===== src/rtl/oka_trunc_div_pkg.sv =====
// ============================================================================
//  oka_pkg : shared types, defaults and GF(2) helpers for oka_trunc_div
//  Rev 1.0
// ============================================================================
`default_nettype none

package oka_pkg;

  localparam int W_DEF = 8;
  localparam int CNT_W = $clog2(W_DEF);

  typedef enum logic [1:0] {
    IDLE = 2'd0,
    RUN  = 2'd1,
    DONE = 2'd2
  } state_e;

  // Carry-less product of a and b, keeping only the low w bits.
  function automatic logic [63:0] clmul_trunc(input logic [63:0] a,
                                              input logic [63:0] b,
                                              input int          w);
    logic [63:0] p;
    p = '0;
    for (int i = 0; i < 64; i++) begin
      if (i < w && a[i]) p = p ^ (b << i);
    end
    for (int i = 0; i < 64; i++) begin
      if (i >= w) p[i] = 1'b0;
    end
    return p;
  endfunction

endpackage

`default_nettype wire


===== src/rtl/oka_trunc_div_if.sv =====
// ============================================================================
//  oka_trunc_div_if : valid/ready bus for the truncated GF(2) divider
//  Rev 1.0
// ============================================================================
`default_nettype none

interface oka_trunc_div_if #(
  parameter int W = oka_pkg::W_DEF
);
  logic         in_valid;
  logic         in_ready;
  logic [W-1:0] y;
  logic [W-1:0] b;
  logic         out_valid;
  logic         out_ready;
  logic [W-1:0] a;
  logic         err;

  modport master (
    output in_valid, y, b, out_ready,
    input  in_ready, out_valid, a, err
  );

  modport slave (
    input  in_valid, y, b, out_ready,
    output in_ready, out_valid, a, err
  );
endinterface

`default_nettype wire


===== src/rtl/oka_div_step.sv =====
// ============================================================================
//  oka_div_step : one quotient bit of y * b^-1 mod x^W (combinational)
//  Rev 1.0
// ============================================================================
`default_nettype none

module oka_div_step #(
  parameter int W     = 8,
  parameter int CNT_W = 3
) (
  input  logic [W-1:0]     r_i,
  input  logic [W-1:0]     bq_i,
  input  logic [CNT_W-1:0] k_i,
  output logic [W-1:0]     r_o,
  output logic             qbit_o
);

  logic [W-1:0] w_shift;

  // Bits shifted past x^(W-1) fall off: the product is truncated mod x^W.
  assign w_shift = bq_i << k_i;
  assign qbit_o  = r_i[k_i];
  assign r_o     = qbit_o ? (r_i ^ w_shift) : r_i;

endmodule

`default_nettype wire


===== src/rtl/oka_trunc_div.sv =====
// ============================================================================
//  oka_trunc_div : bit-serial inverse of the truncated carry-less multiplier
//  Rev 1.0
// ============================================================================
`default_nettype none

module oka_trunc_div
  import oka_pkg::*;
#(
  parameter int W = W_DEF
) (
  input  logic             clk,
  input  logic             rst,
  oka_trunc_div_if.slave   bus_io
);

  localparam int              CNT_WL = $clog2(W);
  localparam logic [CNT_WL-1:0] C_LAST = CNT_WL'(W - 1);

  state_e              state_q, state_d;
  logic [W-1:0]        r_q, r_d;
  logic [W-1:0]        bq_q, bq_d;
  logic [W-1:0]        a_q, a_d;
  logic                err_q, err_d;
  logic [CNT_WL-1:0]   cnt_q, cnt_d;

  logic [W-1:0]        w_step_r;
  logic                w_qbit;
  logic [W-1:0]        w_low_mask;

  oka_div_step #(
    .W     (W),
    .CNT_W (CNT_WL)
  ) u_step (
    .r_i    (r_q),
    .bq_i   (bq_q),
    .k_i    (cnt_q),
    .r_o    (w_step_r),
    .qbit_o (w_qbit)
  );

  always_ff @(posedge clk or posedge rst) begin
    if (rst) begin
      state_q <= IDLE;
      r_q     <= '0;
      bq_q    <= '0;
      a_q     <= '0;
      err_q   <= 1'b0;
      cnt_q   <= '0;
    end else begin
      state_q <= state_d;
      r_q     <= r_d;
      bq_q    <= bq_d;
      a_q     <= a_d;
      err_q   <= err_d;
      cnt_q   <= cnt_d;
    end
  end

  always_comb begin
    state_d = state_q;
    r_d     = r_q;
    bq_d    = bq_q;
    a_d     = a_q;
    err_d   = err_q;
    cnt_d   = cnt_q;
    case (state_q)
      IDLE: begin
        if (bus_io.in_valid) begin
          r_d   = bus_io.y;
          bq_d  = bus_io.b;
          a_d   = '0;
          cnt_d = '0;
          // An even divisor has no inverse mod x^W.
          if (bus_io.b[0]) begin
            state_d = RUN;
          end else begin
            err_d   = 1'b1;
            state_d = DONE;
          end
        end
      end
      RUN: begin
        a_d[cnt_q] = w_qbit;
        r_d        = w_step_r;
        cnt_d      = cnt_q + 1'b1;
        if (cnt_q == C_LAST) state_d = DONE;
      end
      DONE: begin
        if (bus_io.out_ready) begin
          err_d   = 1'b0;
          state_d = IDLE;
        end
      end
      default: state_d = IDLE;
    endcase
  end

  assign bus_io.in_ready  = (state_q == IDLE);
  assign bus_io.out_valid = (state_q == DONE);
  assign bus_io.a         = a_q;
  assign bus_io.err       = err_q;

  // Low k+1 remainder bits are cleared once step k has been applied.
  assign w_low_mask = (W'(2) << cnt_q) - W'(1);

  a_low_clear: assert property (@(posedge clk) disable iff (rst)
    (state_q == RUN) |-> ((w_step_r & w_low_mask) == '0));

endmodule

`default_nettype wire

===== src/flat_wrapper.sv =====
// flat-port wrapper written by rule: the top's interface ports become plain ports
module oka_trunc_div_flat import oka_pkg::*;
#(
  parameter int W = W_DEF
)
  (clk, rst, bus_io_in_valid, bus_io_y, bus_io_b, bus_io_out_ready, bus_io_in_ready, bus_io_out_valid, bus_io_a, bus_io_err);
  oka_trunc_div_if #(.W(W)) bus_io_i ();
  input  logic clk;
  input  logic rst;
  input wire logic [$bits(bus_io_i.in_valid)-1:0] bus_io_in_valid;
  input wire logic [$bits(bus_io_i.y)-1:0] bus_io_y;
  input wire logic [$bits(bus_io_i.b)-1:0] bus_io_b;
  input wire logic [$bits(bus_io_i.out_ready)-1:0] bus_io_out_ready;
  output wire logic [$bits(bus_io_i.in_ready)-1:0] bus_io_in_ready;
  output wire logic [$bits(bus_io_i.out_valid)-1:0] bus_io_out_valid;
  output wire logic [$bits(bus_io_i.a)-1:0] bus_io_a;
  output wire logic [$bits(bus_io_i.err)-1:0] bus_io_err;
  assign bus_io_i.in_valid = bus_io_in_valid;
  assign bus_io_i.y = bus_io_y;
  assign bus_io_i.b = bus_io_b;
  assign bus_io_i.out_ready = bus_io_out_ready;
  assign bus_io_in_ready = bus_io_i.in_ready;
  assign bus_io_out_valid = bus_io_i.out_valid;
  assign bus_io_a = bus_io_i.a;
  assign bus_io_err = bus_io_i.err;
  oka_trunc_div #(.W(W)) u_core (.clk(clk), .rst(rst), .bus_io(bus_io_i));
endmodule

===== config.mk =====
export PLATFORM = sky130hd
export DESIGN_NAME = oka_trunc_div_flat
export DESIGN_NICKNAME = d
export VERILOG_FILES = /design/src/rtl/oka_trunc_div_pkg.sv /design/src/rtl/oka_trunc_div_if.sv /design/src/rtl/oka_div_step.sv /design/src/rtl/oka_trunc_div.sv /design/src/flat_wrapper.sv
export SDC_FILE = /design/constraint.sdc
export NUM_CORES = 1
export LEC_CHECK = 0
export CAP_MARGIN = 20
export CELL_PAD_IN_SITES_DETAIL_PLACEMENT = 1
export CELL_PAD_IN_SITES_GLOBAL_PLACEMENT = 1
export CORE_UTILIZATION = 43
export DETAILED_ROUTE_END_ITERATION = 16
export PLACE_DENSITY = 0.95
export SETUP_SLACK_MARGIN = 0.05
export SLEW_MARGIN = 20
export SYNTH_ARGS = -nofsm -noshare
export SYNTH_HDL_FRONTEND = slang
export SYNTH_SLANG_ARGS = --single-unit

===== constraint.sdc =====
create_clock -name clk -period 3.9 [get_ports clk]
set_clock_uncertainty 0.2 [all_clocks]
set_input_delay 1.17 -clock clk [delete_from_list [all_inputs] [get_ports clk]]
set_output_delay 1.17 -clock clk [all_outputs]
set_load 0.02 [all_outputs]

## Yosys cells after proc, flatten, opt, wreduce, memory -nomap -nowiden

Index checks and enable logic that the tools add are counted.

- Register bits: 30
- Latch bits: 0
- RAM bits: 0
- ROM bits: 0
- Output and inout port bits: 11
- Logic and storage cells: 49
- Memories kept: 0

- Add/subtract/negate cells: 1
- $mul: 0
- Divide/modulo/power cells: 0
- Magnitude comparators: 2
- Equality and inequality tests: 8
- Shift operators: 1
- Mux-type cells: 21
- Bitwise gates (word level): 1
- Reduce and logical (&&, ||, !) cells: 9

Operator list:

| kind | count |
|---|---|
| $pmux 8 s2 | 2 |
| $mux 8 | 3 |
| $bwmux 8 | 1 |
| $mux 2 | 4 |
| $ne 2x2->1 const B | 4 |
| $shl 8x3->8 | 1 |
| $xor 8x8->8 | 1 |
| $pmux 2 s3 | 1 |
| $pmux 3 s2 | 1 |
| $reduce_and 3->1 | 2 |
| $mux 1 | 5 |
| $lt 3x4->1 const B | 1 |
| $reduce_and 2->1 | 2 |
| $reduce_and 4->1 | 1 |
| $reduce_bool 2->1 | 2 |
| $add 3x1->3 const B | 1 |
| $bmux 1 s3 | 1 |
| $demux 1 s3 | 1 |
| $eq 3x3->1 const B | 1 |
| $ge 3x1->1 const B | 1 |
| $mux 3 | 1 |
| $eq 2x1->1 const B | 1 |
| $eq 2x2->1 const B | 1 |
| $logic_not 2->1 | 1 |
| other kinds (3) | 3 |

## Logic depth before layout (Yosys ltp)

Gate-level depths: netlist (run 1).

- Depth in word-level cells: 6
- Gate-level depth with buffers: 7
- Depth with buffers taken out: 5

## Hierarchy

Synthesis (run 1) repeated with hierarchy kept, for this count alone.

- Cell total of the unflattened synthesis: 166
- Area total of the unflattened synthesis: 1767.9 um2

By module, submodules not included:

| module | instances | cells each | area an instance (um2) |
|---|---|---|---|
| oka_trunc_div | 1 | 115 | 1336.3 |
| oka_div_step | 1 | 51 | 431.7 |

## Worst setup path before layout (run 1)

Ideal clock, no wire load.

- Path kind: input-to-reg
- Start point: input port bus_io_in_valid
- End point: register u_core.a_q[2], in the netlist u_core.bus_io.a[2]
- Setup time: 110 ps
- Arrival time: 1936 ps
- Data required time: 3590 ps
- Setup slack: 1654 ps
- Cell stages on the path: 5
- Path through: nand2_1 -> buf_2 -> clkbuf_1 -> o311ai_0 -> o41ai_1

- Longest elaborated chain between the ends: 2

RTL lines:

| what | RTL line | text |
|---|---|---|
| start: declaration | flat_wrapper.sv:10 | `input wire logic [$bits(bus_io_i.in_valid)-1:0] bus_io_in_valid;` |
| $ne 2x2->1 (no source line) | - |  |
| $reduce_and 2->1 (no source line) | - |  |
| end signal: assignment | oka_trunc_div.sv:47 | `a_q <= '0;` |
| end signal: assignment | oka_trunc_div.sv:54 | `a_q <= a_d;` |
| end: declaration | oka_trunc_div.sv:23 | `logic [W-1:0] a_q, a_d;` |

No other way between the ends.
A chain may end at the register's enable or synchronous reset.

## Worst setup path after layout (run 1)

- Start point: register u_core.state_q[0]
- End point: output port bus_io_out_valid

- Longest elaborated chain between the ends: 1

RTL lines:

| what | RTL line | text |
|---|---|---|
| start: declaration | oka_trunc_div.sv:20 | `state_e state_q, state_d;` |
| start signal: assignment | oka_trunc_div.sv:51 | `state_q <= state_d;` |
| $eq 2x2->1 | oka_trunc_div.sv:100 | `assign bus_io.out_valid = (state_q == DONE);` |
| end: declaration | flat_wrapper.sv:15 | `output wire logic [$bits(bus_io_i.out_valid)-1:0] bus_io_out_valid;` |

No other way between the ends.

==> impl_metrics.py, run 1 <==
metrics = {
    "logic_synthesis": {
        "ys_top_cells_by_count": "30 x dfrtp_1, 20 x nand2_1, 15 x nor2_1, 10 x a21oi_1",
        "synth_area_mm2": 0.001790,
        "syn_inst": 181,
        "postSynth.asyncResetShare_pct": 100.0,
        "netlist.top_cell.by_area": "dfrtp_1",
        "netlist-cell-type-count": 45,
        "synth.most_common_cell": "dfrtp_1",
        "yosys_register_bits": 30,
        "synth.yosys.warnings": 0,
        "syn_nets": 203,
        "yosys_most_used_dff": "dfrtp_1",
        "syn-mean-instance-area_um2": 9.892,
        "top_post_synthesis_cells_by_area": "dfrtp_1 42%, mux2_2 5.7%, mux2i_1 5.0%",
        "synth_edf_count": 0,
        "synth.yosys.seq_area_share_pct": 41.93,
        "synth_top_area_share_pct": 41.93,
    },
    "setup_path": {
        "worstSetupStartpoint": "u_core.state_q[0]$_DFFE_PP0P_",
        "cp.required_ps": 2530,
        "regToRegStartpoint": "u_core.cnt_q[0]$_DFFE_PP0P_",
        "start_kind": "flop",
        "arrival_ps": 1580,
        "path_class": "flop to output port",
        "cp-end-kind": "output port",
        "cp_max_fo": 7,
    },
    "flow_run": {
        "max_cap_violations": 0,
    },
    "timing": {
        "setup_viol": 0,
        "rsz0062_at_grt": "no",
        "clock.fmax_mhz": 338.5,
        "report.final.hold_viol_count": 0,
        "setup-tns-final_ps": 0,
        "maxSlewViolCount": 0,
        "max_slew.worst_pin.slew_ps": 896.0,
        "min_period_ps": 2954,
        "layout_worst_path_cycle_share_pct": 75.75,
        "slew_headroom_pct": 40.27,
    },
    "global_route": {
        "grt_pass1_wl_mm": 7.872,
        "use_met2_pct": 41.71,
        "met3_usage_pct": 5.137,
        "grt_start_max_net_pins": 31,
        "globalRoute.busiestLayer": "met2",
        "groute.layer.met1.usage_pct": 31.24,
        "number_of_global_route_vias_before_repair": 1533,
        "grt_antenna_before_repair": 0,
        "global_route.usage.total_pct": 24.54,
        "globalRoute.totalOverflow": 0,
    },
    "cts": {
        "cts_root_buffer": "clkbuf_8",
        "h-tree-depth": 2,
        "cts-hold-fix-buffers": 0,
        "clkTransAtPathRegs_ps": 60,
        "cts.path.max_buffers": 2,
        "cts_tree": "yes",
        "cts-resized-gates": 0,
        "clock_latency_on_the_worst_skew_pair_ps": 270,
        "cts.repair_timing.setup_buffer_count": 0,
        "cts_made_buffers": 5,
        "clkSinkCount": 30,
    },
    "power_and_ir_drop": {
        "power.total_w": 0.002043,
        "leakagePower_nw": 0.9014,
        "power-per-cell-area_mw_per_mm2": 933.8,
        "worst_ir_drop_vdd_v": 0.0004291,
    },
    "route": {
        "avgRoutedWirePerCell_um": 18.75,
        "detail_route.iter0.violations": 66,
        "vias": 1566,
        "drt_wl_total_mm": 4.837,
        "antenna_violating_nets_post_route": 0,
        "first_pass_iters": 4,
        "drt-vias-per-instance": 6.070,
        "drc_errors": 0,
    },
    "placement": {
        "gp_congestion": 0.8093,
        "io_buffer_count": 30,
        "hpwlAfterDp_mm": 3.448,
    },
    "floorplanning": {
        "core_area_mm2": 0.004000,
        "fp.dieArea_mm2": 0.004426,
        "initial_core_util_pct": 44.76,
        "placement_rows": 23,
        "io_pins": 31,
        "chipWidth_um": 66.53,
        "die_y_um": 66.53,
    },
    "status": {
        "outcome": "finished clean",
    },
    "final_layout": {
        "insertedDiodeCount": 0,
        "fillers": 448,
        "fin_nets": 229,
        "ff_latch_area_um2": 750.7,
        "layout-drive-gt1-share_pct": 12.98,
        "syn2layout_area_growth_pct": 22.22,
        "multiInputGateArea_um2": 949.7,
    },
    "hold_path": {
        "holdCritPathClass": "flop to flop",
        "min-delay-start": "u_core.bus_io.a[6]$_DFFE_PP0P_",
    },
}
## through the flow
step	hold WS, ps	cell area, µm²	setup WS (ps)	util, %	std cells
floorplan	262.4	1790	1654	-	181
global placement	291.5	2097	985.7	52.42	250
detailed placement	302.2	2097	915.3	52.42	250
CTS	320.7	2188	917.6	54.71	258
global route	328.7	2188	878.2	54.71	258
finish	313.2	2188	945.8	54.71	258
## per-layer routing
metal	share of wire (%)	vias up
met2	52	46
met4	0.60	0
met5	0	-
met1	43	795
li1	-	723
met3	3.9	2
## flip-flops by register name, summed over array words and instances, names as in the netlist
register           cells
u_core.bq_q            8
u_core.bus_io.a        8
u_core.bus_io.err      1
u_core.cnt_q           3
u_core.r_q             8
u_core.state_q         2
## final cells by class
| type | instances | area share (%) |
|---|---|---|
| inverters | 3 | 0.5146 |
| multi-input cells | 134 | 43.40 |
| flip-flops and latches | 30 | 34.31 |
| well taps | 50 | 2.859 |
| clock inverters | 1 | 0.2287 |
| repair buffers | 33 | 14.75 |
| clock buffers | 7 | 3.945 |
## placed cells by master, fill, tap and decap left out, types with 2 or more instances in the layout
master	synthesis	layout
buf_4	1	3
a21oi_1	10	10
clkbuf_8	0	6
mux4_2	2	2
o22ai_2	2	2
nor2b_1	2	2
o221ai_1	4	4
o22ai_1	2	2
o211ai_1	3	3
inv_1	3	3
ha_1	2	2
nor2_1	15	15
o31ai_1	2	2
mux2i_1	9	9
o41ai_1	3	3
a31oi_1	2	2
o22a_1	2	2
nor3_1	3	3
nand4_1	2	2
a22oi_1	4	4
nand3_1	6	6
clkdlybuf4s50_1	0	30
o21ai_0	4	4
o311ai_0	3	3
mux2_2	9	9
nand2b_1	7	7
nand2_1	20	20
dfrtp_1	30	30
## worst max-delay path, stage by stage (launching register included)
cell	delay, ps
dfrtp_1	450
nor2b_1	230
clkdlybuf4s50_1	640
## final timing paths
check | to | slack, ps | cells past startpoint
hold reg to reg | u_core.bus_io.a[6]$_DFFE_PP0P_ | 310 | 1
setup reg to reg | u_core.r_q[7]$_DFFE_PP0P_ | 1350 | 5
setup / recovery | bus_io_out_valid | 950 | 2
hold / removal | u_core.bus_io.a[6]$_DFFE_PP0P_ | 310 | 1
min in group asynchronous | u_core.bus_io.a[3]$_DFFE_PP0P_ | 1090 | 3
max in group asynchronous | u_core.bq_q[6]$_DFFE_PP0P_ | 2130 | 3
## power by group
part	total [W]	internal [W]	switching, W
Clock	0.000254	0.000142	0.000111
Combinational	0.00111	0.000505	0.000602
Sequential	0.000683	0.000457	0.000226
Total	0.00204	0.00110	0.000939
## kinds of logic (layout without fill, tap and decap cells)
kind of cell / after synthesis / in the layout / share of synthesized area [%]
muxes: 22 / 22 / 15.51
AOI/OAI and AO/OA: 49 / 49 / 20.27
buffers and inverters: 17 / 44 / 5.032
and+or+nand+nor: 61 / 61 / 15.86
adders and majority gates: 2 / 2 / 1.397
DFF: 30 / 30 / 41.93
No activity file was read; power rests on OpenSTA's default activity.
==> inputs of run 2 (changes only) <==
- CORE_UTILIZATION: 43 -> 36
- PLACE_DENSITY: 0.95 -> 0.87
- clock period: 3.9 -> 2.7 ns (I/O delays scaled with it)
==> run 2 against run 1 <==
Cell count rose by 8.1%. Sequential share of layout area fell by 0.82 points. Cell area rose by 2.5%. Sequential power rose by 36%. Clock-buffer cell count did not move. Hold slack got worse by 14 ps. Die area rose by 19%. Largest power group unchanged. Via count fell by 1.7%. Critical path depth did not move. Sequential cell count did not move. Highest routed layer unchanged. Utilization fell by 7.5 points.
==> impl_metrics.py, run 2 (synthesis gave the netlist of run 1 again) <==
metrics = {
    "status": {
        "outcome": "finished clean",
    },
    "route": {
        "drt-vias-per-instance": 5.520,
        "antenna_violating_nets_post_route": 0,
        "drc_errors": 0,
        "drt_wl_total_mm": 4.523,
        "detail_route.iter0.violations": 89,
        "avgRoutedWirePerCell_um": 16.21,
        "vias": 1540,
        "first_pass_iters": 4,
    },
    "timing": {
        "setup_viol": 0,
        "layout_worst_path_cycle_share_pct": 93.16,
        "report.final.hold_viol_count": 0,
        "slew_headroom_pct": 41.02,
        "min_period_ps": 2515,
        "max_slew.worst_pin.slew_ps": 884.8,
        "rsz0062_at_grt": "no",
        "setup-tns-final_ps": 0,
        "clock.fmax_mhz": 397.6,
        "maxSlewViolCount": 0,
    },
    "cts": {
        "cts_tree": "yes",
        "clkTransAtPathRegs_ps": 60,
        "cts_root_buffer": "clkbuf_8",
        "cts_made_buffers": 5,
        "h-tree-depth": 2,
        "cts.path.max_buffers": 2,
        "clock_latency_on_the_worst_skew_pair_ps": 280,
        "clkSinkCount": 30,
    },
    "power_and_ir_drop": {
        "part_of_the_total_power_dissipated_in_sequential_elements_pct": 31.4,
        "share_comb_of_total_power_pct": 55.9,
        "clock_power_share_pct": 12.8,
        "power.internal_w": 0.001624,
        "switching_share_pct": 44.99,
        "worst_ir_drop_vdd_v": 0.0005549,
        "leakagePower_nw": 0.9385,
        "power-per-cell-area_mw_per_mm2": 1316,
        "power.total_w": 0.002951,
        "power_switching_w": 0.001328,
    },
    "final_layout": {
        "syn2layout_area_growth_pct": 25.23,
        "layout.cells.most_common": "dfrtp_1",
        "most-common-layout-cells": "30 x dfrtp_1, 29 x clkdlybuf4s50_1, 20 x nand2_1, 15 x nor2_1, 10 x a21oi_1",
        "fin_nets": 233,
        "insertedDiodeCount": 0,
        "layout-drive-gt1-share_pct": 14.62,
    },
    "global_route": {
        "grt_antenna_before_repair": 0,
        "globalRoute.totalOverflow": 0,
        "grt_pass1_wl_mm": 7.741,
        "global_route.usage.total_pct": 19.27,
        "number_of_global_route_vias_before_repair": 1552,
        "grt_start_max_net_pins": 31,
    },
    "floorplanning": {
        "die_y_um": 72.53,
        "core_area_mm2": 0.004755,
        "io_pins": 31,
        "placement_rows": 25,
        "fp.dieArea_mm2": 0.005260,
        "chipWidth_um": 72.53,
        "initial_core_util_pct": 37.66,
    },
    "placement": {
        "gp_congestion": 0.8470,
        "io_buffer_count": 30,
        "hpwlAfterDp_mm": 3.119,
    },
    "hold_path": {
        "holdCritPathClass": "flop to flop",
    },
    "flow_run": {
        "max_cap_violations": 0,
    },
    "setup_path": {
        "start_kind": "flop",
        "cp_max_fo": 7,
        "arrival_ps": 1510,
        "cp.required_ps": 1690,
        "cp-end-kind": "output port",
        "path_class": "flop to output port",
    },
}
[run 2: per-layer routing]
layer  vias to the layer above  routed length, µm  global-route usage [%]
li1                        734                  -                       -
met1                       773               2109                   25.71
met2                        24               2200                   30.53
met3                         9                115                   3.750
met4                         0                 97                   8.279
met5                         -                  0                       0
[run 2: timing repair]
action / 4_1_cts / 5_1_grt
setup buffers: 0 / 0
hold endpoints to repair: 0 / 0
hold buffers: 0 / 0
setup endpoints to repair: 0 / 1
resized for setup: 0 / 1
[run 2: critical path, cell delays in order (launching register included)]
cell and delay, ps:
dfrtp_1 450, nor2_1 160, clkdlybuf4s50_1 620
[run 2: final cells by class]
type / instances / area [µm²]
clock buffers: 7 / 86.33
flip-flops and latches: 30 / 750.7
repair buffers: 37 / 355.3
multi-input cells: 134 / 949.7
well taps: 67 / 83.83
inverters: 3 / 11.26
fillers: 559 / 2512
clock inverters: 1 / 5.005
[run 2: through the flow]
step	cell area (µm²)	hold WS, ps	std cells	setup WS [ps]	utilization, %
detailed placement	2148	289.0	271	298.4	45.18
CTS	2240	301.4	279	73.65	47.11
global placement	2148	278.7	271	335.2	45.18
floorplan	1790	262.4	181	813.5	-
finish	2242	299.4	279	184.8	47.16
global route	2242	341.9	279	127.1	47.16
[run 2: path summary, 6_finish.rpt]
path | from | endpoint | slack [ps] | depth (start not counted)
worst max-delay path | u_core.state_q[0]$_DFFE_PP0P_ | bus_io_in_ready | 180 | 2
min in group asynchronous | rst | u_core.bq_q[6]$_DFFE_PP0P_ | 710 | 3
worst max register to register | u_core.cnt_q[1]$_DFFE_PP0P_ | u_core.r_q[6]$_DFFE_PP0P_ | 370 | 5
worst min-delay path | u_core.state_q[1]$_DFFE_PP0P_ | u_core.state_q[0]$_DFFE_PP0P_ | 300 | 1
max in group asynchronous | rst | u_core.bq_q[3]$_DFFE_PP0P_ | 1300 | 3
worst min register to register | u_core.state_q[1]$_DFFE_PP0P_ | u_core.state_q[0]$_DFFE_PP0P_ | 300 | 1
[run 2: power by group through the flow]
stage / sequential [W] / combinational, W / clock, W
6_report: 0.000926 / 0.00165 / 0.000377
3_5_place_dp: 0.000928 / 0.00164 / 0
4_1_cts: 0.000923 / 0.00166 / 0.000387
5_1_grt: 0.000964 / 0.00181 / 0.000403
2_1_floorplan: 0.000862 / 0.00125 / 0
3_3_place_gp: 0.000913 / 0.00157 / 0
